`config.mk`:
```
export PLATFORM = sky130hd
export DESIGN_NAME = store_buffer
export DESIGN_NICKNAME = d
export VERILOG_FILES = /design/src/rtl/mips_mem_pkg.sv /design/src/rtl/store_buffer_fifo.sv /design/src/rtl/store_buffer.sv
export SDC_FILE = /design/constraint.sdc
export NUM_CORES = 1
export LEC_CHECK = 0
export ABC_AREA = 1
export CAP_MARGIN = 20
export CORE_ASPECT_RATIO = 1.2
export CORE_UTILIZATION = 40
export CTS_BUF_LIST = sky130_fd_sc_hd__clkbuf_4 sky130_fd_sc_hd__clkbuf_8
export CTS_CLUSTER_SIZE = 40
export DETAILED_ROUTE_END_ITERATION = 6
export PLACE_DENSITY = 0.6
export REMOVE_ABC_BUFFERS = 1
export SYNTH_ARGS = -nofsm -noshare
export SYNTH_HDL_FRONTEND = slang
export SYNTH_SLANG_ARGS = --single-unit
```
`constraint.sdc`:
```
create_clock -name clk -period 5.6 [get_ports clk]
set_input_delay 0.84 -clock clk [delete_from_list [all_inputs] [get_ports clk]]
set_output_delay 0.84 -clock clk [all_outputs]
set_load 0.03 [all_outputs]
```
`src/rtl/mips_mem_pkg.sv`:
```
// Shared data-memory definitions for the MIPS memory stage: data segment base,
// store buffer entry layout and default buffer depth.
package mips_mem_pkg;

    localparam logic [31:0] DATA_BASE     = 32'h1001_0000;
    localparam int          SB_DEPTH      = 4;
    localparam int          SB_DATA_WIDTH = 32;

    typedef struct packed {
        logic                     valid;
        logic [SB_DATA_WIDTH-1:0] addr;
        logic [SB_DATA_WIDTH-1:0] data;
    } sb_entry_t;

endpackage

```
`src/rtl/store_buffer_fifo.sv`:
```
// Store buffer entry storage: circular queue of {valid, addr, data} with head/tail
// pointers and occupancy count. Push into a full queue and pop from an empty one are ignored.
module store_buffer_fifo
    import mips_mem_pkg::*;
#(
    parameter int DATA_WIDTH = SB_DATA_WIDTH,
    parameter int DEPTH      = SB_DEPTH
) (
    input  logic                       clk,
    input  logic                       rst_n,
    input  logic                       i_push,
    input  logic                       i_pop,
    input  logic [DATA_WIDTH-1:0]      i_addr,
    input  logic [DATA_WIDTH-1:0]      i_data,
    output logic [$clog2(DEPTH):0]     o_count,
    output logic                       o_full,
    output logic                       o_empty,
    output logic [$clog2(DEPTH)-1:0]   o_tail,
    output logic [DATA_WIDTH-1:0]      o_head_addr,
    output logic [DATA_WIDTH-1:0]      o_head_data,
    output logic [DEPTH-1:0]           o_valid,
    output logic [DATA_WIDTH-1:0]      o_addr [DEPTH],
    output logic [DATA_WIDTH-1:0]      o_data [DEPTH]
);

    localparam int PW = $clog2(DEPTH);
    localparam int CW = PW + 1;

    sb_entry_t         r_mem [DEPTH];
    logic [PW-1:0]     r_head;
    logic [PW-1:0]     r_tail;
    logic [CW-1:0]     r_count;
    logic              w_push;
    logic              w_pop;

    assign o_full  = (r_count == CW'(DEPTH));
    assign o_empty = (r_count == {CW{1'b0}});
    assign w_push  = i_push & ~o_full;
    assign w_pop   = i_pop & ~o_empty;

    // Entry writes at tail, invalidation at head, pointer and count update
    always_ff @(posedge clk or negedge rst_n) begin
        if (!rst_n) begin
            r_head  <= {PW{1'b0}};
            r_tail  <= {PW{1'b0}};
            r_count <= {CW{1'b0}};
            for (int i = 0; i < DEPTH; i++) begin
                r_mem[i] <= '0;
            end
        end else begin
            if (w_push) begin
                r_mem[r_tail] <= '{valid: 1'b1,
                                   addr:  SB_DATA_WIDTH'(i_addr),
                                   data:  SB_DATA_WIDTH'(i_data)};
                r_tail        <= r_tail + PW'(1);
            end
            if (w_pop) begin
                r_mem[r_head].valid <= 1'b0;
                r_head              <= r_head + PW'(1);
            end
            case ({w_push, w_pop})
                2'b10:   r_count <= r_count + CW'(1);
                2'b01:   r_count <= r_count - CW'(1);
                default: r_count <= r_count;
            endcase
        end
    end

    // Expose every entry for the address match in the parent
    always_comb begin
        for (int i = 0; i < DEPTH; i++) begin
            o_valid[i] = r_mem[i].valid;
            o_addr[i]  = DATA_WIDTH'(r_mem[i].addr);
            o_data[i]  = DATA_WIDTH'(r_mem[i].data);
        end
    end

    assign o_count     = r_count;
    assign o_tail      = r_tail;
    assign o_head_addr = DATA_WIDTH'(r_mem[r_head].addr);
    assign o_head_data = DATA_WIDTH'(r_mem[r_head].data);

endmodule

```
`src/rtl/store_buffer.sv`:
```
// Store buffer between MEM stage and data memory with youngest-match load forwarding.
// Define STORE_FORWARD_EN to forward buffered data; otherwise a matching load stalls until drained.
module store_buffer
    import mips_mem_pkg::*;
#(
    parameter int DATA_WIDTH = SB_DATA_WIDTH,
    parameter int DEPTH      = SB_DEPTH
) (
    input  logic                  clk,
    input  logic                  reset,
    input  logic                  MemWrite_i,
    input  logic                  MemRead_i,
    input  logic [DATA_WIDTH-1:0] Address_i,
    input  logic [DATA_WIDTH-1:0] WriteData_i,
    output logic [DATA_WIDTH-1:0] ReadData_o,
    output logic                  Stall_o,
    output logic                  Empty_o,
    output logic                  MemWrite_o,
    output logic                  MemRead_o,
    output logic [DATA_WIDTH-1:0] Address_o,
    output logic [DATA_WIDTH-1:0] WriteData_o,
    input  logic [DATA_WIDTH-1:0] ReadData_i
);

    localparam int PW = $clog2(DEPTH);

    logic [PW:0]           w_count;
    logic                  w_full;
    logic                  w_empty;
    logic [PW-1:0]         w_tail;
    logic [DATA_WIDTH-1:0] w_head_addr;
    logic [DATA_WIDTH-1:0] w_head_data;
    logic [DEPTH-1:0]      w_valid;
    logic [DATA_WIDTH-1:0] w_addr [DEPTH];
    logic [DATA_WIDTH-1:0] w_data [DEPTH];
    logic [DEPTH-1:0]      w_match;
    logic                  w_hit;
    logic [DATA_WIDTH-1:0] w_fwd_data;
    logic                  w_load;
    logic                  w_load_stall;
    logic                  w_push;
    logic                  w_drain;

    store_buffer_fifo #(
        .DATA_WIDTH (DATA_WIDTH),
        .DEPTH      (DEPTH)
    ) u_fifo (
        .clk         (clk),
        .rst_n       (reset),
        .i_push      (w_push),
        .i_pop       (w_drain),
        .i_addr      (Address_i),
        .i_data      (WriteData_i),
        .o_count     (w_count),
        .o_full      (w_full),
        .o_empty     (w_empty),
        .o_tail      (w_tail),
        .o_head_addr (w_head_addr),
        .o_head_data (w_head_data),
        .o_valid     (w_valid),
        .o_addr      (w_addr),
        .o_data      (w_data)
    );

    // Full-address match; scanning oldest to youngest lets the youngest hit win
    always_comb begin
        logic [PW-1:0] idx;
        w_match    = {DEPTH{1'b0}};
        w_fwd_data = {DATA_WIDTH{1'b0}};
        idx        = {PW{1'b0}};
        for (int k = DEPTH - 1; k >= 0; k--) begin
            idx          = w_tail - PW'(k + 1);
            w_match[idx] = w_valid[idx] & (w_addr[idx] == Address_i);
            w_fwd_data   = w_match[idx] ? w_data[idx] : w_fwd_data;
        end
    end

    assign w_hit  = |w_match;
    // A simultaneous read+write request is handled as a store only
    assign w_load = MemRead_i & ~MemWrite_i;

`ifdef STORE_FORWARD_EN
    assign w_load_stall = 1'b0;
`else
    assign w_load_stall = w_load & w_hit;
`endif

    assign w_push  = MemWrite_i & ~w_full;
    assign w_drain = ~w_empty & (~MemRead_i | w_load_stall);
    assign Empty_o = (w_count == '0);

    // Memory port arbitration: drain owns the port unless a non-stalled load needs it
    always_comb begin
        MemWrite_o  = 1'b0;
        MemRead_o   = 1'b0;
        Address_o   = {DATA_WIDTH{1'b0}};
        WriteData_o = {DATA_WIDTH{1'b0}};
        if (!reset) begin
            MemWrite_o = 1'b0;
        end else if (w_drain) begin
            MemWrite_o  = 1'b1;
            Address_o   = w_head_addr;
            WriteData_o = w_head_data;
        end else if (w_load) begin
            MemRead_o = 1'b1;
            Address_o = Address_i;
        end else begin
            MemRead_o = 1'b0;
        end
    end

    // Load result and pipeline stall
    always_comb begin
        ReadData_o = {DATA_WIDTH{1'b0}};
        Stall_o    = reset & ((MemWrite_i & w_full) | w_load_stall);
        if (reset && w_load && !w_load_stall) begin
            ReadData_o = w_hit ? w_fwd_data : ReadData_i;
        end else begin
            ReadData_o = {DATA_WIDTH{1'b0}};
        end
    end

endmodule
```
==> impl_metrics.yaml <==
pwr:
  p_switching_w: 0.00828
  p_leak_nw: 10.9
  ir_drop_v: 0.000360
  p_total_w: 0.0155
  seqPwrFrac_pct: 23.0
  p_int_w: 0.00719
  p_sw_share_pct: 53.5
  power_frac_clock_pct: 13.3
  p_per_area_mw_per_mm2: 705
  p_comb_share_pct: 63.7
cts:
  cts_hold_buffers: 0
  clockRootBuffer: "clkbuf_8"
  cts.sinks: 267
  cts_made_buffers: 48
  clock_latency_ns: 0.65
  clockBufferDepth: 3
  htree_levels: 2
  path_clk_slew_ns: 0.06
  cts_tree: "done"
grt:
  grt_pass1_wl_um: 107000
  gr-usage-met3_pct: 4.36
  antenna_found_initial: 1
  use_met1_pct: 38.0
  overflow: 0
  use_met2_pct: 48.8
  grt_pass1_vias: 19000
  grt.total_usage_pct: 29.5
  busiest_layer: "met2"
  grt_start_max_net_pins: 179
timing:
  period_needed_ns: 5.36
  fin_setup_tns_ns: 0
  rsz0062_at_grt: "no"
  fin_skew_ns: 0.0311
  worstMarginPinSlew_ns: 1.09
  final-max-slew-violation-count: 0
  max_freq_ghz: 0.186
  report.final.hold_viol_count: 0
  period_share_pct: 95.8
  slew_headroom_pct: 27.0
  setup_viol: 0
placement:
  place_hpwl_um: 47000
  gp_congestion: 1.00
  port_buffers: 199
critical_path:
  worstRegToRegCells: 29
  crit_type: "reg -> out"
  worstReg2RegEnd: "u_fifo.o_count[2]"
  start_kind: "flop"
  timing.rr.start: "u_fifo.o_tail[0]"
  reg2reg_slack_ns: 1.02
  cp.arrival_ns: 4.52
  cp_max_fo: 33
  crit_required_ns: 4.76
  cp-end-kind: "output pin"
synth:
  synth_warnings: 0
  synth_fa_ha_area_share_pct: 0.995
  synthTopCellsByArea: "dfrtp_1 (36%), nand2_1 (21%), nand3_1 (9.6%)"
  post-synth-top-area-cell: "dfrtp_1"
  netlist_instances: 2861
  synth-edff-count: 0
  synth.area.mux_share_pct: 0.0545
  synth_area_sq_mm: 0.0184
  async_flop_share_pct: 100
  ys_types: 36
  ys_ff_latch: 267
  yosysSeqAreaShare_pct: 36.4
  synth_compound_area_share_pct: 15.7
  synth_top_family_by_area: "simple AND/OR/NAND/NOR gates"
  yosys.area_share.simple_pct: 37.9
  synth_ff_type: "dfrtp_1"
  syn_avg_cell_area_sq_um: 6.42
  synth-xor-area-share_pct: 1.38
  synth_top_area_share_pct: 36.4
cells_and_area:
  final_common_cell: "nand2_1"
  layout.nets: 3080
  n_fill_cell: 4716
  syn_to_final_growth_pct: 19.6
  layout-drive-gt1-share_pct: 8.59
  layout_common_cells: "nand2_1 (1032), o21ai_0 (354), nand3_1 (352), dfrtp_1 (264), nor2_1 (190)"
status:
  status: "finished clean"
floorplan:
  rows: 85
  fp.dieW_um: 198
  initial_core_util_pct: 40.7
  die_area_sq_mm: 0.0468
  die_y_um: 237
  io_pins: 200
  coreArea_sq_mm: 0.0451
detailed_routing:
  routed_via_density: 5.63
  first_pass_iters: 6
  wl_um: 71200
  drc: 0
  wl_per_cell_um: 19.7
  dr_total_vias: 20300
  drt_iter0_drc: 1822
  final_antenna_net_count: 0
min_path:
  min_path_type: "in -> async"
run:
  maxCapViolations: 0
routing by layer:
layer,routed length (um),up-vias
li1,-,9662
met1,29500,9635
met2,33100,880
met3,5430,163
met4,3130,0
met5,0,-
cell usage after synthesis, drive strengths merged, types with 2 or more instances:
master  number
nand2     1039
o21ai      369
nand3      354
dfrtp      267
nor2       194
inv        161
clkbuf     129
a21oi       65
nand4       65
buf         62
a32o        32
xor2        27
o211ai      26
o22ai       21
ha          13
nor3         9
a31oi        5
nand3b       4
or2          3
and2         2
and3         2
clkinv       2
nor3b        2
xnor2        2
final cells by class:
type                    count  area (sq um)  share of cell area [%]
multi-input cells        2240         10400                    47.1
clock inverters            11           123                   0.558
clock buffers              76           940                    4.28
diodes                      1          2.50                  0.0114
repair buffers            246          2470                    11.2
flip-flops and latches    267          6690                    30.5
well taps                 609           762                    3.47
inverters                 163           624                    2.84
worst max-delay path: stages, from the launching register on:
cell and delay (ns):
dfrtp_4 0.49, inv_6 0.09, ha_4 0.34, inv_6 0.09, buf_12 0.16, or2_2 0.31
nand3_1 0.13, nand3b_1 0.23, nor2_1 0.16, nand2_1 0.09, nor2_1 0.16, nand3_1 0.11
nand2_1 0.09, nand2_1 0.06, nand2_1 0.06, nand2_1 0.05, nand2_1 0.05, nor2_1 0.05
nand2_1 0.09, nand2_1 0.11, nand2_4 0.13, nand3_1 0.13, buf_12 0.22, nor2_1 0.15
buf_4 0.14, buf_12 0.11
per-stage QoR:
stage	hold WS, ns	util (%)	setup WS, ns	std cells	area [sq um]
3_3_place_gp	0.466	45.7	0.385	3518	20600
6_report	0.108	48.7	0.236	3613	22000
4_1_cts	0.0786	48.1	0.0513	3605	21700
5_1_grt	0.108	48.7	0.00633	3613	22000
3_5_place_dp	0.473	45.7	0.395	3518	20600
2_1_floorplan	0.453	-	-5.95	2670	17600
power groups by stage:
stage / logic (W) / clock network [W] / registers, W
after CTS: 0.00938 / 0.00210 / 0.00352
after floorplan: 0.00603 / 0 / 0.00359
after global placement: 0.00926 / 0 / 0.00352
after detailed placement: 0.00935 / 0 / 0.00354
after global routing: 0.0109 / 0.00218 / 0.00367
final: 0.00986 / 0.00205 / 0.00356
worst max-delay path by stage:
| stage | start | endpoint | slack, ns | cells past startpoint |
|---|---|---|---|---|
| 6_report | u_fifo.o_tail[0] | WriteData_o[17] | 0.24 | 25 |
| 5_1_grt | u_fifo.o_tail[0] | WriteData_o[17] | 0.006 | 26 |
| 4_1_cts | u_fifo.o_tail[0] | Address_o[3] | 0.05 | 24 |
| 3_5_place_dp | Address_i[21] | Address_o[3] | 0.39 | 20 |
| 3_3_place_gp | Address_i[21] | Address_o[3] | 0.39 | 20 |
| 2_1_floorplan | u_fifo.o_tail[0] | WriteData_o[0] | -5.95 | 21 |
what timing repair did:
item,in CTS,in global routing
gates cloned,0,4
pin swaps,0,2
setup buffers,0,2
setup endpoints to repair,2,58
endpoints found under the hold margin,0,0
gates resized for setup,1,24
kinds of logic (layout without fill, tap and decap cells):
| family | Yosys count | count (layout) |
|---|---|---|
| AO/OA/AOI/OAI | 521 | 521 |
| XOR/XNOR | 29 | 29 |
| adder cells (fa/ha/maj) | 14 | 14 |
| buffers and inverters | 354 | 496 |
| flip-flops | 267 | 267 |
| multiplexers | 1 | 1 |
| other | 0 | 1 |
| AND/OR/NAND/NOR | 1675 | 1675 |
(Power assumes the default switching activity.)
